<file path="config.mk">
export PLATFORM = sky130hd
export DESIGN_NAME = link_speed_detect
export DESIGN_NICKNAME = d
export VERILOG_FILES = /design/src/rtl/ethernet_pkg.sv /design/src/rtl/lsd_sync_edge.sv /design/src/rtl/link_speed_detect.sv
export SDC_FILE = /design/constraint.sdc
export NUM_CORES = 1
export LEC_CHECK = 0
export ABC_AREA = 1
export CORE_AREA = 2 2 64 66
export DETAILED_ROUTE_END_ITERATION = 12
export DIE_AREA = 0 0 66 68
export PLACE_DENSITY = 0.58
export SYNTH_ARGS = -nofsm -noshare
export SYNTH_HDL_FRONTEND = slang
export SYNTH_HIERARCHICAL = 1
export SYNTH_SLANG_ARGS = --single-unit
</file>
<file path="constraint.sdc">
create_clock -name clk_125 -period 1.5 [get_ports clk_125]
set_input_delay 0.45 -clock clk_125 [delete_from_list [all_inputs] [get_ports clk_125]]
set_output_delay 0.45 -clock clk_125 [all_outputs]
set_load 0.02 [all_outputs]
</file>
<file path="src/rtl/ethernet_pkg.sv">
// ethernet_pkg
//   Shared types for the receive-clock speed detector:
//     link_speed_t    - encoded link speed (10M / 100M / 1G)
//     lsd_state_t     - link_speed_detect FSM states
//     classify_period - maps a measured rxc/8 period (in clk_125 cycles)
//                       onto a link speed using two thresholds
package ethernet_pkg;

  typedef enum logic [1:0] {
    SPEED_10M  = 2'b00,
    SPEED_100M = 2'b01,
    SPEED_1G   = 2'b10
  } link_speed_t;

  typedef enum logic [1:0] {
    S_NOCLK   = 2'b00,
    S_ACQUIRE = 2'b01,
    S_LOCKED  = 2'b10
  } lsd_state_t;

  localparam int CHG_CNT_W = 16;

  // Short periods mean fast receive clocks.
  function automatic link_speed_t classify_period(input int period,
                                                  input int thresh_1g,
                                                  input int thresh_100m);
    link_speed_t cls;
    if (period < thresh_1g)
      cls = SPEED_1G;
    else if (period < thresh_100m)
      cls = SPEED_100M;
    else
      cls = SPEED_10M;
    return cls;
  endfunction

endpackage

</file>
<file path="src/rtl/lsd_sync_edge.sv">
// lsd_sync_edge
//   Brings the asynchronous divided receive clock into the clk_125 domain
//   and flags its rising edges.
//   Ports:
//     clk_125     - system clock (rising edge)
//     reset_n     - asynchronous active-low reset
//     rxc_div_tgl - asynchronous rxc/8 toggle
//     rise_pulse  - one-cycle pulse, SYNC_STAGES+1 cycles after a rising
//                   edge of rxc_div_tgl
module lsd_sync_edge
  import ethernet_pkg::*;
#(
  parameter int SYNC_STAGES = 3
) (
  input  logic clk_125,
  input  logic reset_n,
  input  logic rxc_div_tgl,
  output logic rise_pulse
);

  logic [SYNC_STAGES-1:0] sync_q;
  logic                   last_q;

  // The edge pulse is registered so downstream logic sees a clean
  // flop output; this is the "+1" in the edge-to-detect latency.
  always_ff @(posedge clk_125 or negedge reset_n) begin
    if (!reset_n) begin
      sync_q     <= '0;
      last_q     <= 1'b0;
      rise_pulse <= 1'b0;
    end else begin
      sync_q     <= {sync_q[SYNC_STAGES-2:0], rxc_div_tgl};
      last_q     <= sync_q[SYNC_STAGES-1];
      rise_pulse <= sync_q[SYNC_STAGES-1] & ~last_q;
    end
  end

endmodule

</file>
<file path="src/rtl/link_speed_detect.sv">
// link_speed_detect
//   Measures the period of the rxc/8 toggle in clk_125 cycles and derives
//   the Ethernet link speed with hysteresis and loss-of-clock detection.
//   Ports:
//     clk_125     - single clock, rising edge
//     reset_n     - asynchronous active-low reset
//     rxc_div_tgl - asynchronous rxc/8 toggle
//     link_speed  - 00 = 10M, 01 = 100M, 10 = 1G (reset value 10)
//     link_valid  - a locked speed is present
//     mii_sel     - 1 when link_speed is not 1G
//     speed_chg   - one-cycle pulse when link_speed changes value
//   Optional (macro LINK_SPEED_STATS_EN):
//     chg_cnt     - saturating count of speed_chg pulses
//     last_period - most recent measured period
module link_speed_detect
  import ethernet_pkg::*;
#(
  parameter int SYNC_STAGES    = 3,
  parameter int THRESH_1G      = 20,
  parameter int THRESH_100M    = 200,
  parameter int TIMEOUT_CYCLES = 1023,
  parameter int STABLE_COUNT   = 4
) (
  input  logic       clk_125,
  input  logic       reset_n,
  input  logic       rxc_div_tgl,
  output logic [1:0] link_speed,
  output logic       link_valid,
  output logic       mii_sel,
  output logic       speed_chg
`ifdef LINK_SPEED_STATS_EN
  ,
  output logic [CHG_CNT_W-1:0]                   chg_cnt,
  output logic [$clog2(TIMEOUT_CYCLES+1)-1:0]    last_period
`endif
);

  localparam int CNT_W   = $clog2(TIMEOUT_CYCLES + 1);
  localparam int MATCH_W = $clog2(STABLE_COUNT + 1);
  localparam logic [CNT_W-1:0]   CNT_MAX   = CNT_W'(TIMEOUT_CYCLES);
  localparam logic [MATCH_W-1:0] MATCH_MAX = MATCH_W'(STABLE_COUNT);

  if (SYNC_STAGES < 2) begin : g_bad_sync
    $error("link_speed_detect: SYNC_STAGES must be at least 2");
  end
  if (!(THRESH_1G > 0 && THRESH_1G < THRESH_100M &&
        THRESH_100M < TIMEOUT_CYCLES && STABLE_COUNT >= 1)) begin : g_bad_param
    $error("link_speed_detect: need 0 < THRESH_1G < THRESH_100M < TIMEOUT_CYCLES and STABLE_COUNT >= 1");
  end

  logic               rise;
  lsd_state_t         state;
  logic [CNT_W-1:0]   period_cnt;
  link_speed_t        candidate;
  logic [MATCH_W-1:0] match_cnt;
  link_speed_t        speed_q;

  link_speed_t        meas_cls;
  link_speed_t        cand_nxt;
  logic [MATCH_W-1:0] match_nxt;
  logic               meas_en;
  logic               lock_now;
  logic               timeout;

  lsd_sync_edge #(
    .SYNC_STAGES (SYNC_STAGES)
  ) u_sync_edge (
    .clk_125     (clk_125),
    .reset_n     (reset_n),
    .rxc_div_tgl (rxc_div_tgl),
    .rise_pulse  (rise)
  );

  always_comb begin
    meas_cls  = classify_period(32'(period_cnt), THRESH_1G, THRESH_100M);
    // The first edge out of S_NOCLK only starts the counter.
    meas_en   = rise && (state != S_NOCLK);
    cand_nxt  = candidate;
    match_nxt = match_cnt;
    if (meas_cls == candidate) begin
      if (match_cnt != MATCH_MAX)
        match_nxt = match_cnt + 1'b1;
    end else begin
      cand_nxt  = meas_cls;
      match_nxt = MATCH_W'(1);
    end
    lock_now  = meas_en && (match_nxt == MATCH_MAX);
    // A coincident edge wins over the timeout and is measured instead.
    timeout   = !rise && (period_cnt == CNT_MAX);
  end

  always_ff @(posedge clk_125 or negedge reset_n) begin
    if (!reset_n) begin
      state      <= S_NOCLK;
      period_cnt <= '0;
      candidate  <= SPEED_10M;
      match_cnt  <= '0;
      speed_q    <= SPEED_1G;
      link_valid <= 1'b0;
      mii_sel    <= 1'b0;
      speed_chg  <= 1'b0;
    end else begin
      speed_chg <= 1'b0;

      if (rise)
        period_cnt <= CNT_W'(1);
      else if (period_cnt != CNT_MAX)
        period_cnt <= period_cnt + 1'b1;

      case (state)
        S_NOCLK: begin
          if (rise)
            state <= S_ACQUIRE;
        end
        S_ACQUIRE, S_LOCKED: begin
          if (meas_en) begin
            candidate <= cand_nxt;
            match_cnt <= match_nxt;
            // While locked, the same speed keeps being rewritten once the
            // match counter saturates; only a real change pulses speed_chg.
            if (lock_now) begin
              state      <= S_LOCKED;
              link_valid <= 1'b1;
              speed_q    <= cand_nxt;
              mii_sel    <= (cand_nxt != SPEED_1G);
              speed_chg  <= (cand_nxt != speed_q);
            end
          end else if (timeout) begin
            state      <= S_NOCLK;
            link_valid <= 1'b0;
            match_cnt  <= '0;
          end
        end
        default: state <= S_NOCLK;
      endcase
    end
  end

  assign link_speed = speed_q;

`ifdef LINK_SPEED_STATS_EN
  always_ff @(posedge clk_125 or negedge reset_n) begin
    if (!reset_n) begin
      chg_cnt     <= '0;
      last_period <= '0;
    end else begin
      if (meas_en)
        last_period <= period_cnt;
      if (speed_chg && (chg_cnt != {CHG_CNT_W{1'b1}}))
        chg_cnt <= chg_cnt + 1'b1;
    end
  end
`endif

endmodule
</file>
### Word level (Yosys, flattened, before mapping)

Index checks and enable logic that the tools add are counted.

| word-level totals | value |
|---|---|
| output and inout bits | 5 |
| input port bits | 3 |
| register bits | 27 |

| cells by class | value |
|---|---|
| mux-type cells | 20 |
| magnitude comparators | 2 |
| add/subtract/negate cells | 2 |
| eq/ne operators | 13 |
| reductions and logical operators | 14 |
| bitwise logic cells | 2 |

Operator list:

| cell | number |
|---|---|
| $mux 10 | 2 |
| $mux 2 | 6 |
| $mux 3 | 4 |
| $add 10x1->10 const B | 1 |
| $eq 10x10->1 const B | 1 |
| $lt 10x5->1 const B | 1 |
| $lt 10x8->1 const B | 1 |
| $ne 10x10->1 const B | 1 |
| $ne 3x3->1 const B | 3 |
| $reduce_and 3->1 | 3 |
| $mux 1 | 7 |
| $reduce_bool 2->1 | 3 |
| $ne 2x1->1 const B | 2 |
| $pmux 2 s2 | 1 |
| $reduce_and 2->1 | 2 |
| $add 3x1->3 const B | 1 |
| $eq 3x3->1 const B | 1 |
| $logic_and 1x1->1 | 3 |
| $eq 2x1->1 const B | 1 |
| $eq 2x2->1 | 1 |
| $eq 2x2->1 const B | 1 |
| $logic_not 2->1 | 1 |
| $ne 2x2->1 | 1 |
| $ne 2x2->1 const B | 1 |
| 4 further kinds | 4 |

### Logic depth before layout (Yosys ltp)

| logic depth | value |
|---|---|
| word-level depth | 10 |
| mapped depth | 12 |
| mapped depth without buffers | 12 |

### Cells and area by module

Netlist, hierarchy kept.

Modules (own cells, without submodules):

| module | area an instance (um^2) | sequential area each (um^2) | instances | cells an instance |
|---|---|---|---|---|
| link_speed_detect | 1331.3 | 551.8 | 1 | 162 |
| lsd_sync_edge | 135.1 | 125.1 | 1 | 7 |

### Worst setup path after synthesis

Ideal clock, no wire load.

| timing path | value |
|---|---|
| kind | register to register |
| start point | register state[0] |
| end point | register state[0] |
| required time | 1.384 ns |
| setup slack | -0.061 ns |
| period minus slack after synthesis | 1.561 ns |
| cell stages (with the launch flop) | 10 |
| data arrival time | 1.445 ns |
| cell sequence | dfrtp_1 inv_1 ha_1 or2_4 nor3b_4 nand4_1 nand2_1 nand2_1 nand2_1 nand2_1 |

| on the way | value |
|---|---|
| word-level cells in the longest chain between the ends | 5 |
| elaborated cells between the ends (all ways) | 13 |
| classes of those cells | eq/ne (5); mux (2); reduce/logical (6) |

Ends and longest elaborated chain:

| item | line | source |
|---|---|---|
| start: declaration | link_speed_detect.sv:52 | `lsd_state_t state;` |
| start signal: assignment | link_speed_detect.sv:94 | `state <= S_NOCLK;` |
| start signal: assignment | link_speed_detect.sv:113 | `state <= S_ACQUIRE;` |
| start signal: assignment | link_speed_detect.sv:122 | `state <= S_LOCKED;` |
| $reduce_bool 2->1 | link_speed_detect.sv:77 | `meas_en = rise && (state != S_NOCLK);` |
| $logic_and 1x1->1 | link_speed_detect.sv:77 |  |
| $logic_and 1x1->1 | link_speed_detect.sv:87 | `lock_now = meas_en && (match_nxt == MATCH_MAX);` |
| $ne 3x3->1 (no line) | n/a |  |
| $reduce_and 3->1 (no line) | n/a |  |

Parallel ways exist; a longest one is shown, timed or not.
A chain may end at the register's enable or synchronous reset.

### Worst setup path after layout

| timing path | value |
|---|---|
| start point | register state[1] |
| end point | register speed_q[0], in the netlist link_speed[0] |

| on the way | value |
|---|---|
| word-level cells in the longest chain between the ends | 4 |
| elaborated cells between the ends (all ways) | 7 |
| classes of those cells | eq/ne (2); reduce/logical (5) |

Ends and longest elaborated chain:

| item | line | source |
|---|---|---|
| $reduce_bool 2->1 | link_speed_detect.sv:77 |  |
| $logic_and 1x1->1 | link_speed_detect.sv:77 |  |
| $logic_and 1x1->1 | link_speed_detect.sv:87 |  |
| $reduce_and 3->1 (no line) * | n/a |  |
| end signal: assignment | link_speed_detect.sv:124 | `speed_q <= cand_nxt;` |
| end: declaration | link_speed_detect.sv:56 | `link_speed_t speed_q;` |

Every way passes the cells marked *; elsewhere a longest branch is shown, timed or not.

==> impl_metrics.yaml <==
clocking:
  clock_latency_ns: 0.28
  cts_num_sinks: 27
  clock-root-buffer: "clkbuf_8"
  cts_hold_buffers: 0
  clkTransAtPathRegs_ns: 0.09
  cts_made_buffers: 3
  cts_max_level: 1
  clk_path_buf_depth: 2
  cts_tree: "built"
global_routing:
  grt_max_degree: 17
  gr-total-overflow: 0
  first_global_vias: 1302
  grt_first_pass_wirelength_um: 5710
  antenna_found_initial: 0
  track_usage_pct: 16.9
critical_path:
  cp.depth: 8
  reg2reg_slack_ns: -0.12
  end_kind: "flip-flop"
  cp_top_family: "simple AND/OR/NAND/NOR gates"
  criticalPathCategory: "reg2reg"
  crit_end: "link_speed[0]$_DFFE_PN0P_"
  critical-path-max-stage-delay_ns: 0.36
  ff2ff_path_depth: 8
  crit_chain: "inv_1 > ha_2 > or2_4 > nor3b_4 > buf_4 > nand4_4 > nand2_1 > o21ai_1"
  critPathArrivalTime_ns: 1.80
  r2r_start: "state[1]$_DFFE_PN0P_"
  crit_path_start: "state[1]$_DFFE_PN0P_"
  crit_path_start_kind: "flip-flop"
  cp_max_fo: 8
  reg2reg_to: "link_speed[0]$_DFFE_PN0P_"
  slowest_stage: "dfrtp_1"
  critPathRequiredTime_ns: 1.68
  crit_buf_inv: 2
synth:
  ys.flop_type: "dfrtp_1"
  syn_nets: 177
  yosysWarnings: 6
  synth.distinct_cells: 28
  synth-seq-area-share_pct: 46.2
  synth_area_leaders: "dfrtp_1, nand2_1, inv_1"
  syn_inst: 169
  synth_edf_count: 0
  syn_area_um2: 1470
  ys_seq_elements: 27
  syn_avg_cell_area_um2: 8.68
  async_flop_share_pct: 100
  synth_area_leader_cell: "dfrtp_1"
  synth_top_area_share_pct: 44.4
detailed_routing:
  vias_per_cell: 4.77
  drc: 0
  drt_wl_total_um: 3260
  drtIter0Drc: 37
  drtPass1Iterations: 4
  detail_route.wl_per_cell_um: 11.9
  vias: 1312
  ant_nets: 0
cells_and_area:
  drive_gt1_share_pct: 46.2
  diodes: 0
  nNetsFinal: 234
  flow.area_growth_from_synthesis_pct: 43.5
  layout_commonest_cell: "buf_4"
  final_cells: 275
  layout_common_cells: "buf_4, dfrtp_1, inv_1, nand2_1, nand2_2"
  final_core_util_pct: 54.6
  design_area_um2: 2100
floorplan:
  core-area_um2: 3860
  die_h_um: 68
  die-area_um2: 4490
  dieWidth_um: 66
  initial_utilization_pct: 38.0
  rows: 23
  io_pins: 8
sta:
  hold_violations: 0
  final-setup-viol-count: 14
  finalClockSkew_ns: 0.00317
  finalCriticalPeriod_ns: 1.62
  finalWorstSetupSlack_ns: -0.121
  tightestPinTransition_ns: 0.228
  rsz0062_at_grt: "yes"
  fmax_mhz: 617
  post-route-period-util_pct: 108
  final_max_slew_viol_count: 0
  worst_slew_margin_rel_pct: 84.7
place:
  dpl_cell_area_um2: 1860
  place_congestion: 0.858
  dp_cells: 261
  hpwl_um: 2460
  port-buffer-count: 7
power:
  ir_worst_vdd_uv: 523
  leakagePower_uw: 0.00101
  p_per_area_nw_per_um2: 1110
run:
  max-cap-violations: 0
worst_hold_path:
  min_path_type: "reg2reg"
run_status:
  outcome: "complete, but fails checks"
  violations: "setup timing"
## worst min-delay path by stage
stage | from | end | slack (ns) | depth (start not counted)
5_1_grt | u_sync_edge/sync_q[0]$_DFF_PN0_ | u_sync_edge/sync_q[1]$_DFF_PN0_ | 0.38 | 0
3_3_place_gp | u_sync_edge/sync_q[1]$_DFF_PN0_ | u_sync_edge/sync_q[2]$_DFF_PN0_ | 0.34 | 0
6_report | u_sync_edge/sync_q[0]$_DFF_PN0_ | u_sync_edge/sync_q[1]$_DFF_PN0_ | 0.37 | 0
3_5_place_dp | u_sync_edge/sync_q[0]$_DFF_PN0_ | u_sync_edge/sync_q[1]$_DFF_PN0_ | 0.34 | 0
2_1_floorplan | reset_n | candidate[0]$_DFFE_PN0P_ | 0.15 | 0
4_1_cts | u_sync_edge/sync_q[0]$_DFF_PN0_ | u_sync_edge/sync_q[1]$_DFF_PN0_ | 0.37 | 0
## stage by stage
step	hold slack, ns	setup TNS, ns	total power (µW)	worst slack (ns)
2_1_floorplan	0.154	-0.0487	1400	-0.0244
3_3_place_gp	0.342	-0.225	1730	-0.0805
3_5_place_dp	0.338	-0.668	1760	-0.0956
4_1_cts	0.370	-0.693	2260	-0.0871
5_1_grt	0.375	-2.86	2500	-0.239
6_report	0.366	-0.847	2340	-0.121
## metal layers
metal,GRT usage (%),part of all wire (%),vias to the layer above
met5,0,0,-
met4,7.91,2.2,0
met3,2.14,1.9,5
met2,29.8,51,12
met1,20.7,45,634
li1,-,-,661
## state kept, by name, indices dropped and copies added (netlist names)
signal,flops
period_cnt,10
match_cnt,3
u_sync_edge/sync_q,3
candidate,2
link_speed,2
state,2
link_valid,1
mii_sel,1
speed_chg,1
u_sync_edge/last_q,1
u_sync_edge/rise_pulse,1
## cells in the mapped netlist (2+ instances only)
| cell | number |
|---|---|
| a21oi_2 | 4 |
| inv_2 | 5 |
| inv_1 | 23 |
| ha_1 | 5 |
| xor2_1 | 4 |
| nor2_1 | 9 |
| a21oi_1 | 5 |
| o21ai_0 | 11 |
| a31oi_1 | 2 |
| nand3_2 | 2 |
| dfrtp_1 | 26 |
| nor3_1 | 6 |
| nor2_2 | 3 |
| nand2_2 | 4 |
| nor2_4 | 2 |
| nand3_1 | 13 |
| o21ai_1 | 5 |
| nand2_1 | 30 |
## kinds of logic (layout without fill, tap and decap cells)
kind of cell | after synthesis | in the layout | share of synthesized area (%)
adder cells (fa/ha/maj) | 5 | 5 | 4.27
AO/OA/AOI/OAI | 28 | 28 | 10.9
flip-flops | 27 | 27 | 46.2
AND/OR/NAND/NOR | 75 | 75 | 28.0
buffers and inverters | 29 | 85 | 7.68
XOR/XNOR | 5 | 5 | 2.99
## layout make-up
type,count,area (µm²)
Fill cell,347,1750
Multi-Input combinational cell,113,798
Sequential cell,27,677
Timing Repair Buffer,53,417
Inverter,28,105
Tap cell,50,62.6
Clock buffer,4,45.0
## power by group
part           switching, µW  leakage [µW]  internal, µW
registers               90.2      0.000352           832
logic                    522      0.000634           468
clock network            240     0.0000228           191
## what timing repair did
item	4_1_cts	5_1_grt
setup endpoints to repair	18	22
resized for setup	16	33
pin swaps	6	13
setup buffers	6	5
No activity file was read; power rests on OpenSTA's default activity.
